--- config.mk ---
export PLATFORM = sky130hd
export DESIGN_NAME = digit_pixel_stage
export DESIGN_NICKNAME = d
export VERILOG_FILES = /design/src/rtl/digit_pixel_stage.sv
export SDC_FILE = /design/constraint.sdc
export NUM_CORES = 1
export LEC_CHECK = 0
export CAP_MARGIN = 20
export CORE_MARGIN = 2
export CORE_UTILIZATION = 45
export DETAILED_ROUTE_END_ITERATION = 8
export PLACE_DENSITY = 0.76
export SYNTH_ARGS = -nofsm -noshare
export SYNTH_HDL_FRONTEND = slang
export SYNTH_SLANG_ARGS = --single-unit
--- constraint.sdc ---
create_clock -name pixel_clk -period 3.3 [get_ports pixel_clk]
set_input_delay 0.66 -clock pixel_clk [delete_from_list [all_inputs] [get_ports pixel_clk]]
set_output_delay 0.66 -clock pixel_clk [all_outputs]
set_load 0.005 [all_outputs]
--- src/rtl/digit_pixel_stage.sv ---
// Glyph pixel stage: turns a glyph-local offset plus digit value into a glyph ROM address,
// waits out the ROM latency, and emits a coloured pixel with matching sync/blank timing.
module digit_pixel_stage #(
  parameter int WIDTH        = 25,
  parameter int HEIGHT       = 52,
  parameter int ROM_AW       = 14,
  parameter int ROM_LAT      = 2,
  parameter int BLINK_FRAMES = 30
) (
  input  logic              pixel_clk,
  input  logic              reset,
  input  logic [10:0]       image_addr,
  input  logic              overlap,
  input  logic [3:0]        out_num,
  input  logic              hsync_in,
  input  logic              vsync_in,
  input  logic              blank_in,
  input  logic [23:0]       color_in,
  input  logic              blink_en,
  output logic [ROM_AW-1:0] rom_addr,
  input  logic              rom_data,
  output logic [23:0]       pixel,
  output logic              hsync_out,
  output logic              vsync_out,
  output logic              blank_out
);

  localparam int GLYPH_SIZE = WIDTH * HEIGHT;
  localparam int CNT_W      = (BLINK_FRAMES > 1) ? $clog2(BLINK_FRAMES) : 1;

  logic [10:0]        addr_d;
  logic [ROM_AW-1:0]  rom_addr_nxt;
  logic               vld_b, hs_b, vs_b, bl_b;
  logic [ROM_LAT-1:0] vld_sr, hs_sr, vs_sr, bl_sr;
  logic               vld_d, hs_d, vs_d, bl_d;
  logic               vs_prev, vs_rise;
  logic [23:0]        color_q;
  logic [CNT_W-1:0]   blink_cnt;
  logic               phase, hide, lit;

  // Address arithmetic wraps at ROM_AW bits; out-of-range digits still drive an address.
  assign rom_addr_nxt = ROM_AW'(out_num) * ROM_AW'(GLYPH_SIZE) + ROM_AW'(addr_d);

  // Stage A realigns the early offset; stage B forms the address and the valid flag.
  always_ff @(posedge pixel_clk or posedge reset) begin
    if (reset) begin
      addr_d   <= '0;
      rom_addr <= '0;
      vld_b    <= 1'b0;
      hs_b     <= 1'b0;
      vs_b     <= 1'b0;
      bl_b     <= 1'b1;
    end else begin
      addr_d   <= image_addr;
      rom_addr <= rom_addr_nxt;
      vld_b    <= overlap & (out_num <= 4'd9);
      hs_b     <= hsync_in;
      vs_b     <= vsync_in;
      bl_b     <= blank_in;
    end
  end

  // Delay line matching the ROM read latency; blank resets high so a flushed pipe stays blanked.
  always_ff @(posedge pixel_clk or posedge reset) begin
    if (reset) begin
      vld_sr <= '0;
      hs_sr  <= '0;
      vs_sr  <= '0;
      bl_sr  <= '1;
    end else begin
      vld_sr[0] <= vld_b;
      hs_sr[0]  <= hs_b;
      vs_sr[0]  <= vs_b;
      bl_sr[0]  <= bl_b;
      for (int i = 1; i < ROM_LAT; i++) begin
        vld_sr[i] <= vld_sr[i-1];
        hs_sr[i]  <= hs_sr[i-1];
        vs_sr[i]  <= vs_sr[i-1];
        bl_sr[i]  <= bl_sr[i-1];
      end
    end
  end

  assign vld_d = vld_sr[ROM_LAT-1];
  assign hs_d  = hs_sr[ROM_LAT-1];
  assign vs_d  = vs_sr[ROM_LAT-1];
  assign bl_d  = bl_sr[ROM_LAT-1];

  assign vs_rise = vsync_in & ~vs_prev;

  // Frame-rate state: colour latch and blink phase both advance only on a vsync rising edge.
  always_ff @(posedge pixel_clk or posedge reset) begin
    if (reset) begin
      vs_prev   <= 1'b0;
      color_q   <= '0;
      blink_cnt <= '0;
      phase     <= 1'b0;
    end else begin
      vs_prev <= vsync_in;
      if (vs_rise) color_q <= color_in;
      if (!blink_en) begin
        blink_cnt <= '0;
        phase     <= 1'b0;
      end else if (vs_rise) begin
        if (blink_cnt == CNT_W'(BLINK_FRAMES - 1)) begin
          blink_cnt <= '0;
          phase     <= ~phase;
        end else begin
          blink_cnt <= blink_cnt + 1'b1;
        end
      end
    end
  end

  assign hide = blink_en & phase;
  assign lit  = vld_d & rom_data & ~bl_d & ~hide;

  always_ff @(posedge pixel_clk or posedge reset) begin
    if (reset) begin
      pixel     <= '0;
      hsync_out <= 1'b0;
      vsync_out <= 1'b0;
      blank_out <= 1'b1;
    end else begin
      pixel     <= lit ? color_q : '0;
      hsync_out <= hs_d;
      vsync_out <= vs_d;
      blank_out <= bl_d;
    end
  end

endmodule

==> metrics.log <==
[metrics] outcome: finished, final reports clean
[metrics] share of synthesized cell area in full adder, half adder and majority cells: 6.87%
[metrics] transition time at the pin with the least slew margin: slightly below 400 ps
[metrics] Final Max Tran Viols: 0
[metrics] fraction of synthesized cell area in xor and xnor cells: 3.94%
[metrics] Via density: 4.81
[metrics] Setup WS pre-CTS: -141 ps
[metrics] number of ports placed on the die boundary: between 80 and 90
[metrics] flops & latches, synth: 94
[metrics] area of the multi-input gates: about 1300 sq um
[metrics] highest fanout seen on the critical path: 4
[metrics] FF-to-FF End: rom_addr[10]$_DFF_PP0_
[metrics] total congestion overflow: 0
[metrics] path class of the lowest-slack min-delay path: reg2reg
[metrics] average footprint of a synthesized cell: ~11 sq um
[metrics] max-cap violations: 0
[metrics] met3 wire length: 426 um
[metrics] synth-to-layout area growth: 35.7%
[metrics] initial antenna violation count: 0
[metrics] required time at the endpoint of the critical path: about 3500 ps
[metrics] R2R setup slack: 1410 ps
[metrics] fraction of final layout cells with drive strength greater than 1: about an eighth
[metrics] number of global-route vias before repair: 2654
[metrics] cell count after placement: approximately 530
[metrics] number of gates resized after cts: 0
[metrics] cell area power density: between 400 and 500 nW/um^2
[metrics] average routed wire per standard cell: approximately 13 um
[metrics] type of element capturing the critical path: flop
[metrics] Initial Util: a little under half
[metrics] highest metal layer with signal wires: met4
[metrics] post-synth cell types: 40
[metrics] cts bufs inserted: 9
[metrics] Post-Route Skew: between 10 and 15 ps
[metrics] Syn Std Cell Area: ~3800 sq um
[metrics] nets: 506
[metrics] reg2reg path depth: 8
[metrics] Tcrit/Tclk final: between 90% and 100%
[metrics] Worst-path clk slew: 90 ps
[metrics] diode count: 0
[metrics] worst-skew pair later-pin latency: about 350 ps
[metrics] accumulated negative setup slack: 0 ps
[metrics] Pre-antenna DRT Iters: 4
[metrics] compound-gate portion of the synthesized area: between 7 and 8%
[metrics] Max Buffers Root-to-Sink: 2
[metrics] Final Cell Area: ~5100 sq um
[metrics] post-synthesis sequential area ratio: a little over three fifths
[metrics] worst ir drop on vdd: 0.000240 V
[metrics] met1 wire length: 2950 um
[metrics] IO Port Bufs: 87
[metrics] FMAX: between 300 and 400 MHz
[metrics] multiplexer share of the synthesized area: less than 1%
[metrics] minimum period implied by the final worst setup slack: slightly above 3000 ps
[metrics] setup slack after layout: approximately 240 ps
[metrics] synthesized instance count: about 330
[metrics] number of DRC violations after detailed routing: 0
[metrics] net count of the mapped netlist: roughly 390
[metrics] total number of placement rows: 33
[metrics] endpoint of the worst hold-timing path: hs_sr[1]$_DFF_PP0_
[metrics] horizontal extent of the die: approximately 95 um
[metrics] wire length of the first global-routing pass: between 10000 and 15000 um
[metrics] clock root buffer master: clkbuf_8
[metrics] routed wl met2: 3450 um
[metrics] gp weighted congestion: 0.786
[metrics] fraction of registers with async set or reset after synthesis: 100%
[metrics] final count of hold timing violations: 0
[metrics] placement-stage cell area: about 4900 sq um
[metrics] Worst Path Class, Setup: in2reg
[metrics] worst flop-to-flop path startpoint: addr_d[2]$_DFF_PP0_
[metrics] Worst Min Path Start: hs_sr[0]$_DFF_PP0_
[metrics] Die Ht: roughly 95 um
[metrics] TritonCTS clock tree: done
[metrics] RSZ-0062 raised after global routing: no
[metrics] worst relative slew slack: 73.9%
[metrics] most used flip-flop cell after synthesis: dfrtp_1
[metrics] floorplan die area: approximately 9100 sq um
[metrics] clock sink count: between 90 and 100
[metrics] CP arrival: approximately 3300 ps
[metrics] total number of yosys warnings: 0
[metrics] total of hold buffers inserted after clock tree synthesis: 0
[metrics] Filler Cells Inserted: around 700
[metrics] overall routed net length: approximately 6900 um
[metrics] sum of net half-perimeters after detailed placement: slightly above 5000 um
[metrics] starting DRC count in detailed routing: 54
[metrics] maximum level of the CTS H-tree: 3
[metrics] Setup Buffers After CTS: 0
[metrics] number of instances on the worst hold path: 0
[metrics] placeable core area: approximately 8100 sq um
[metrics] simple-gate share of the synthesized area: between 15 and 20%
[metrics] crit path launch type: input pin
[metrics] Final Setup Violations: 0
[metrics] total number of vias: roughly 2600
[metrics] DRT antenna net count: 0
[metrics] Total GRT Usage: approximately 17%
[metrics] post-route non-filler standard cell count: around 550
[metrics] leakage power total: 0.00239 uW
[metrics] maximum number of pins on one net before global-route repair: 64
[metrics] Register Area: between 2000 and 2500 sq um
[metrics] dominant combinational cell family by area after synthesis: simple AND/OR/NAND/NOR gates
[metrics] EDFF count, synth: 0
==> worst max-delay path by stage <==
stage | start | endpoint | slack (ps) | cells after the start
global route | out_num[1] | rom_addr[13]$_DFF_PP0_ | 90 | 13
global placement | out_num[1] | rom_addr[13]$_DFF_PP0_ | -70 | 12
CTS | out_num[1] | rom_addr[13]$_DFF_PP0_ | 240 | 13
floorplan | reset | addr_d[0]$_DFF_PP0_ | 200 | 1
detailed placement | out_num[1] | rom_addr[13]$_DFF_PP0_ | -140 | 13
finish | out_num[1] | rom_addr[13]$_DFF_PP0_ | 240 | 13
==> final cells by class <==
cell class | count | share of cell area (%)
repair buffers | 109 | 20.6
flip-flops and latches | 94 | 46.3
clock inverters | 6 | 0.909
inverters | 8 | 0.639
well taps | 105 | 2.58
clock buffers | 10 | 2.70
multi-input cells | 217 | 26.3
==> registers in the layout, indices dropped and copies added, names as in the netlist, 5 cells and up <==
signal / count
addr_d: 11
color_q: 24
rom_addr: 14
pixel: 24
blink_cnt: 5
==> kinds of logic (layout without fill, tap and decap cells) <==
group / Yosys count / after routing
buf+inv: 16 / 133
xor+xnor: 16 / 16
flops: 94 / 94
mux: 1 / 1
fa+ha+maj: 20 / 20
compound gates: 43 / 43
simple gates: 137 / 137
==> cells in the mapped netlist, types with 2 or more instances <==
cell type | count | share of area [%]
ha_1 | 19 | 6.3
nand3_1 | 2 | 0.27
nor3_1 | 3 | 0.40
o21a_1 | 3 | 0.60
nand2_1 | 83 | 8.3
inv_1 | 8 | 0.80
o21ai_0 | 9 | 1.2
xnor2_1 | 9 | 2.1
dfstp_2 | 4 | 2.8
nand4_1 | 2 | 0.33
dfrtp_1 | 90 | 60
a211oi_1 | 3 | 0.60
and2_1 | 28 | 4.7
a21oi_1 | 13 | 1.7
nor2_1 | 8 | 0.80
xor2_1 | 6 | 1.4
buf_2 | 3 | 0.40
a211oi_2 | 2 | 0.67
nor2b_1 | 4 | 0.67
and4_1 | 2 | 0.47
a31oi_1 | 4 | 0.67
clkbuf_1 | 4 | 0.40
==> layer usage <==
| layer | vias to the layer above | track usage [%] |
|---|---|---|
| met5 | - | 0 |
| met4 | 0 | 6.88 |
| met3 | 11 | 4.98 |
| met2 | 73 | 28.8 |
| met1 | 1261 | 20.6 |
| li1 | 1297 | - |
==> worst max-delay path, stage by stage <==
cell,delay (ps)
clkdlybuf4s50_1,420
ha_1,200
ha_1,180
ha_1,310
a31oi_1,250
nor2_1,90
xor2_1,180
ha_1,260
a21oi_1,250
inv_1,70
a31oi_1,190
a211oi_2,100
xnor2_1,120
==> cell usage in the layout, fill, tap and decap left out, types with 6 or more instances in the layout <==
master	count
a21oi_1	13
and2_1	28
buf_4	21
clkbuf_8	10
clkdlybuf4s50_1	87
dfrtp_1	90
ha_1	19
inv_1	7
nand2_1	83
nor2_1	8
o21ai_0	9
xnor2_1	9
xor2_1	6
==> report_power, final <==
| part | internal, uW | leakage, uW | switching, uW | total [uW] |
|---|---|---|---|---|
| Combinational | 269 | 0.00112 | 207 | 476 |
| Sequential | 1260 | 0.00118 | 41.0 | 1300 |
| Clock | 300 | 0.0000942 | 394 | 694 |
| Total | 1820 | 0.00239 | 642 | 2470 |
==> through the flow <==
step	hold slack, ps	utilization, %	total power, uW
floorplan	331	-	1540
global placement	333	60.3	1790
detailed placement	336	60.3	1800
CTS	358	62.6	2500
global route	360	62.6	2610
finish	354	62.6	2470
No activity file was read; power rests on OpenSTA's default activity.
